## config.mk

```make
export PLATFORM = sky130hd
export DESIGN_NAME = key_event_decoder
export DESIGN_NICKNAME = d
export VERILOG_FILES = /design/src/rtl/key_event_decoder.sv
export SDC_FILE = /design/constraint.sdc
export NUM_CORES = 1
export LEC_CHECK = 0
export CORE_MARGIN = 2
export CORE_UTILIZATION = 45
export DETAILED_ROUTE_END_ITERATION = 8
export PLACE_DENSITY = 0.6
export SETUP_SLACK_MARGIN = 0.4
export SYNTH_ARGS = -nofsm -noshare
export SYNTH_HDL_FRONTEND = slang
export SYNTH_SLANG_ARGS = --single-unit
```

## constraint.sdc

```tcl
create_clock -name clk -period 2 [get_ports clk]
set_input_delay 0.4 -clock clk [delete_from_list [all_inputs] [get_ports clk]]
set_output_delay 0.4 -clock clk [all_outputs]
set_load 0.01 [all_outputs]
```

## src/rtl/key_event_decoder.sv

```systemverilog
// rtl/key_event_decoder.sv - classifies debounced key pulses into short, double, long and repeat events
module key_event_decoder #(
  parameter int CLKS_PER_MS = 100000,
  parameter int LONG_MS     = 1000,
  parameter int DOUBLE_MS   = 250,
  parameter int REPEAT_MS   = 200
) (
  input  logic clk,
  input  logic rst,
  input  logic press_in,
  input  logic release_in,
  output logic short_out,
  output logic double_out,
  output logic long_out,
  output logic repeat_out,
  output logic held_out
);

  localparam int PW = (CLKS_PER_MS > 1) ? $clog2(CLKS_PER_MS) : 1;
  localparam logic [PW-1:0] PRESC_MAX = PW'(CLKS_PER_MS - 1);
  localparam logic [15:0]   LONG_T    = 16'(LONG_MS);
  localparam logic [15:0]   DOUBLE_T  = 16'(DOUBLE_MS);
  localparam logic [15:0]   REPEAT_T  = 16'(REPEAT_MS);

  typedef enum logic [2:0] {
    IDLE      = 3'd0,
    PRESS1    = 3'd1,
    LONG_HOLD = 3'd2,
    WAIT2     = 3'd3,
    PRESS2    = 3'd4
  } state_t;

  state_t        state_q, state_d;
  logic [PW-1:0] presc_q, presc_d;
  logic [15:0]   ms_cnt_q, ms_cnt_d;
  logic          short_q, double_q, long_q, repeat_q, held_q;
  logic          short_d, double_d, long_d, repeat_d, held_d;
  logic          restart;
  logic          tick;
  logic          press_only;
  logic          release_only;

  // Coincident press and release cancel each other out.
  assign press_only   = press_in & ~release_in;
  assign release_only = release_in & ~press_in;
  assign tick         = (presc_q == PRESC_MAX);

  always_comb begin
    state_d  = state_q;
    short_d  = 1'b0;
    double_d = 1'b0;
    long_d   = 1'b0;
    repeat_d = 1'b0;
    restart  = 1'b0;
    case (state_q)
      IDLE: begin
        if (press_only) state_d = PRESS1;
      end
      PRESS1: begin
        if (release_only) begin
          state_d = WAIT2;
        end else if (ms_cnt_q == LONG_T) begin
          long_d  = 1'b1;
          state_d = LONG_HOLD;
        end
      end
      LONG_HOLD: begin
        if (release_only) begin
          state_d = IDLE;
        end else if (ms_cnt_q == REPEAT_T) begin
          repeat_d = 1'b1;
          restart  = 1'b1;
        end
      end
      WAIT2: begin
        if (press_only) begin
          state_d = PRESS2;
        end else if (ms_cnt_q == DOUBLE_T) begin
          short_d = 1'b1;
          state_d = IDLE;
        end
      end
      PRESS2: begin
        if (release_only) begin
          double_d = 1'b1;
          state_d  = IDLE;
        end
      end
      default: state_d = IDLE;
    endcase
    if (state_d != state_q) restart = 1'b1;
  end

  always_comb begin
    presc_d  = presc_q;
    ms_cnt_d = ms_cnt_q;
    if (restart) begin
      presc_d  = '0;
      ms_cnt_d = '0;
    end else if (tick) begin
      presc_d = '0;
      if (ms_cnt_q != 16'hFFFF) ms_cnt_d = ms_cnt_q + 16'd1;
    end else begin
      presc_d = presc_q + PW'(1);
    end
  end

  assign held_d = (state_d == PRESS1) || (state_d == LONG_HOLD) || (state_d == PRESS2);

  always_ff @(posedge clk) begin
    if (rst) begin
      state_q  <= IDLE;
      presc_q  <= '0;
      ms_cnt_q <= '0;
      short_q  <= 1'b0;
      double_q <= 1'b0;
      long_q   <= 1'b0;
      repeat_q <= 1'b0;
      held_q   <= 1'b0;
    end else begin
      state_q  <= state_d;
      presc_q  <= presc_d;
      ms_cnt_q <= ms_cnt_d;
      short_q  <= short_d;
      double_q <= double_d;
      long_q   <= long_d;
      repeat_q <= repeat_d;
      held_q   <= held_d;
    end
  end

  assign short_out  = short_q;
  assign double_out = double_q;
  assign long_out   = long_q;
  assign repeat_out = repeat_q;
  assign held_out   = held_q;

endmodule
```

# --- After elaboration in Yosys (flattened, before gate mapping) ---
# Index checks and enable logic that the tools add are counted.
totals:
  reg_bits: 41
  wordCells: 54
  in_bits: 4
  out_inout_bits: 5
classes:
  n_reduce_logical: 10
  muxes: 14
  bitwise_logic: 7
  n_addsub: 2
  n_eq_ne: 13
ops:
  columns: ["cell", "n"]
  rows:
  - ["16-bit by 8-bit == test with 1-bit output, second input constant", 2]
  - ["3-bit 2-to-1 mux", 6]
  - ["17-bit by 1-bit adder with 17-bit output, second input constant", 1]
  - ["17-bit == test, second input constant", 1]
  - ["16-bit by 1-bit adder with 16-bit output, second input constant", 1]
  - ["16-bit by 10-bit == test with 1-bit output, second input constant", 1]
  - ["16-bit inequality test, second input constant", 1]
  - ["3-bit one-hot mux with 4 select lines", 1]
  - ["3-bit by 2-bit == test with 1-bit output, second input constant", 3]
  - ["3-bit OR reduction", 3]
  - ["1-bit 2-to-1 mux", 7]
  - ["3-bit by 1-bit == test with 1-bit output, second input constant", 2]
  - ["3-bit == test, second input constant", 2]
  - ["2-bit OR reduction", 3]
  - ["1-bit inverter", 5]
  - ["3-bit zero test", 1]
  - ["3-bit inequality test", 1]
  - ["1-bit AND", 2]
  - ["1-bit logical OR", 2]
  - ["2-bit AND reduction", 1]

# --- Longest topological paths before layout ---
# Gate-level depths: netlist (run 1).
logic_depth:
  depth_word: 7
  ltp_mapped: 8
  mapped_depth_nobuf: 7

# --- Worst setup path before layout (run 1) ---
# OpenSTA, ideal clock, no wires.
synth_timing:
  path_type: "flip-flop to flip-flop"
  from: "reg state_q[2]"
  to: "reg presc_q[10]"
  path_stages_with_launch: 8
  t_arrival_ns: 1.858
  setup_slack_ns: 0.067
  period_less_slack_ns: 1.933
  path_buffers: 2
  setup_ns: 0.075
  cell_sequence: "dfxtp_1 > buf_2 > or3b_1 > nor2_1 > o22ai_1 > a2111o_1 > buf_4 > nor3_2"
synth_via:
  elab_chain_cells: 6
  elab_cells_between_ends: 17
synth_rtl:
  columns: ["item", "line", "source"]
  rows:
  - ["from (decl)", "33", "state_t state_q, state_d;"]
  - ["from (signal assigned)", "121", "state_q <= state_d;"]
  - ["3-bit == test (tied with other cells)", "55", "case (state_q)"]
  - ["2-bit OR reduction (no line) (tied with other cells)", null, null]
  - ["3-bit one-hot mux with 4 select lines", "55", null]
  - ["3-bit inequality test", "91", "if (state_d != state_q) restart = 1'b1;"]
  - ["1-bit 2-to-1 mux *", "91", null]
  - ["3-bit OR reduction (no line) *", null, null]
  - ["to (signal assigned)", "122", "presc_q <= presc_d;"]
  - ["to (decl)", "34", "logic [PW-1:0] presc_q, presc_d;"]
# Every way passes the cells marked *; elsewhere a longest branch is shown, timed or not.
# A chain may end at the register's enable or synchronous reset.

# --- Worst setup path after layout (run 1) ---
layout_timing:
  from: "reg state_q[0]"
  to: "reg presc_q[0]"
# Same word-level chain as after synthesis.

==> impl_results.md, run 1 <==
- Drt drc: 0
- Cells after DPL: 329
- Pins over their slew limit: 0
- Worst path max stage delay: 420 ps
- Fin Hold WS: 425.4 ps
- RD Place Congestion: 0.8867
- Sink Count: 41
- Top cell type's share of synthesized area: 38.48%
- Clock tree buffer depth: 2
- FFs w/ async S/R, synth: 0%
- Non-Filler Instances: 339
- Initial antenna violation count: 0
- GRT overflow: 0
- Dpl hpwl: 3.417 mm
- Hold path cells: 1
- Avg Synthesized Cell Area: 8.399 sq um
- Reg area: 843.3 sq um
- Cells after synthesis: 254
- Setup_tns: 0 ps
- Root Driver: clkbuf_8
- Total CTS buffers: 5
- Crit path cell chain: or3b_4, o211ai_1, o22ai_1, a2111o_1, buf_12, nor3_2
- CP startpoint kind: flop
- Vias: 1948
- Starting DRT DRC Count: 110
- # rows: 25
- Post-Route WL: 4.727 mm
- Hold Crit Endpoint: presc_q[0]
- Worst R2R Setup Slack: 120 ps
- Worst endpoint data arrival time: 2100 ps
- Netlist cell types: 44
- Maximum number of pins on one net before global-route repair: 34
- Sequential area share after synthesis: 38.48%
- Crit Path Category: reg2reg
- Crit path time final: 1880 ps
- Largest area contributor in the netlist: dfxtp_1
- Starting Density: 45.77%
- CTS clk-pin slew, worst paths: 70 ps
- Global-route wire length before repair: 8.328 mm
- # fillers: 426
- Static leakage: 0.9075 nW
- Delay-heaviest family, CP: compound AO/OA/AOI/OAI gates
- Most common cell in the netlist: dfxtp_1
- CP Buf/Inv Count: 1
- Final Hold Viols: 0
- Hold Crit Class: reg2reg
- Synth Flop Type: dfxtp_1
- Die area: 0.005307 sq mm
- Area growth, synth to finish: 25.57%
- Area of the core: 0.004661 sq mm
- Final ANT Viol Nets: 0
- VDD IR-drop max: 0.0003297 V
- Status: completed
- Total power: 0.001527 W
- Max FO, Critical Path: 33
- Max_cap viols: 0
- RR Endpoint: presc_q[0]
- Worst path slowest cell: or3b_4
- Slew HR: 77.60%
- Multi-input gate area: 0.001328 sq mm
- Reg-to-Reg Start: state_q[0]
- IO Pins: 9
- Clk_skew: 8.933 ps
- Start point of the worst hold path: presc_q[0]
- R2R cell count: 6
- Clock latency at the later pin of the worst-skew pair: 290 ps
- Die Span Y: 72.85 microns
- Synth Cell Area: 0.002133 sq mm
- DR pass1 iterations: 4
- PortBufs: 8
- Tot GR Track Use: 19.77%
- Fmax: 532.0 MHz
- Layout cells sized above 1: 25.96%
- Antenna Cells: 0
- Synth top area cells: dfxtp_1 (38%), a21oi_1 (4.0%), o31ai_1 (3.9%)
- CP Data Required Time: 2220 ps
- Syn nets: 262
- Synth cell count leaders: dfxtp_1 (41), nor2_1 (20), a21oi_1 (17)
- Seq cells post-synth: 41
- CTS tree: done
- Final Cycle Share: 93.99%
- Routed WL per cell: 13.94 microns
- Crit. End Element: flop
- Slew @ Worst Pin: 333.5 ps
- Final net count: 292
- Die width: 72.85 microns
- Post-synth EDFFs: 0
- P per Cell Area: 570.1 mW/mm^2
- Vias/cell: 5.746
- Synth warn: 0
- Final setup vio count: 0
- Vias in the first global route: 1892
- RSZ-0062 raised after global routing: yes
- H-tree depth: 2
## timing repair
item,in CTS,in global routing
setup endpoints to repair,37,37
gates resized for setup,17,10
setup buffers,0,2
pin swaps,1,6
hold buffers,0,0
## worst max path at each step
| stage | from | to | slack [ps] | cells after the start |
|---|---|---|---|---|
| finish | state_q[0] | presc_q[0] | 120 | 6 |
| global route | state_q[0] | presc_q[3] | 30 | 6 |
| CTS | state_q[0] | presc_q[0] | 120 | 6 |
| detailed placement | press_in | presc_q[0] | -200 | 7 |
| global placement | press_in | presc_q[0] | -180 | 7 |
| floorplan | state_q[2] | presc_q[0] | 160 | 7 |
## cell usage in the layout (no fill, tap or decap), types with 6 or more instances in the layout
| cell | instances |
|---|---|
| nand4_1 | 13 |
| o21ai_0 | 6 |
| clkdlybuf4s50_1 | 7 |
| nand3_1 | 10 |
| nor3_1 | 11 |
| buf_4 | 28 |
| nor2_1 | 19 |
| xor2_1 | 8 |
| nand2_1 | 15 |
| dfxtp_1 | 29 |
| a21oi_1 | 17 |
| inv_1 | 8 |
| xnor2_1 | 8 |
| dfxtp_2 | 9 |
| o31ai_1 | 9 |
| or4_1 | 9 |
| or3_1 | 6 |
| clkbuf_8 | 7 |
## sequential cells by signal, indices dropped and copies added, names as in the netlist
name,cells
ms_cnt_q,16
long_out,1
presc_q,17
held_out,1
short_out,1
repeat_out,1
double_out,1
state_q,3
## routing by layer
layer  share of wire (%)  wire length [microns]  GRT usage (%)
met2                  52                   2481          36.97
met3                 2.5                    120          4.282
met1                  44                   2068          22.13
met5                   0                      0              0
met4                 1.2                     57          6.173
## logic make-up (layout without fill, tap and decap cells)
logic type | count (synthesis) | count (layout) | share of synthesized area, %
and+or+nand+nor | 125 | 125 | 34.55
DFF | 41 | 41 | 38.48
AOI/OAI and AO/OA | 45 | 45 | 13.31
muxes | 1 | 1 | 0.4692
adders and majority gates | 4 | 4 | 2.346
xor gates and xnor gates | 16 | 16 | 6.569
buffers and inverters | 22 | 53 | 4.282
## stage by stage
step | cell area (sq um) | utilization, % | worst slack (ps)
after global placement | 2487 | 53.37 | -183.8
final | 2679 | 57.48 | 120.1
after detailed placement | 2487 | 53.37 | -197.0
after global routing | 2679 | 57.48 | 26.63
after CTS | 2638 | 56.59 | 120.0
after floorplan | 2212 | - | 157.7
## report_power, final
| group | internal (W) | switching [W] |
|---|---|---|
| Clock | 0.000312 | 0.000271 |
| Sequential | 0.000822 | 0.00000673 |
| Combinational | 0.0000563 | 0.0000593 |
| Total | 0.00119 | 0.000337 |
## final cells by class
class,instances,share of cell area (%)
Multi-Input combinational cell,191,49.56
Sequential cell,41,31.48
Timing Repair Buffer,37,11.54
Clock buffer,7,3.596
Tap cell,54,2.522
Inverter,8,1.121
Clock inverter,1,0.1868
(Power assumes the default switching activity.)
==> inputs of run 2 (changes only) <==
- ABC_CLOCK_PERIOD_IN_PS: not set -> 2000
- GPL_ROUTABILITY_DRIVEN: not set -> 0
==> results of run 2 <==
The final DEF is identical to that of run 1; final timing and power are the same.
==> inputs of run 3 (changes only) <==
- ABC_CLOCK_PERIOD_IN_PS: 2000 -> not set
==> results of run 3 <==
The final DEF is identical to that of run 1; final timing and power are the same.
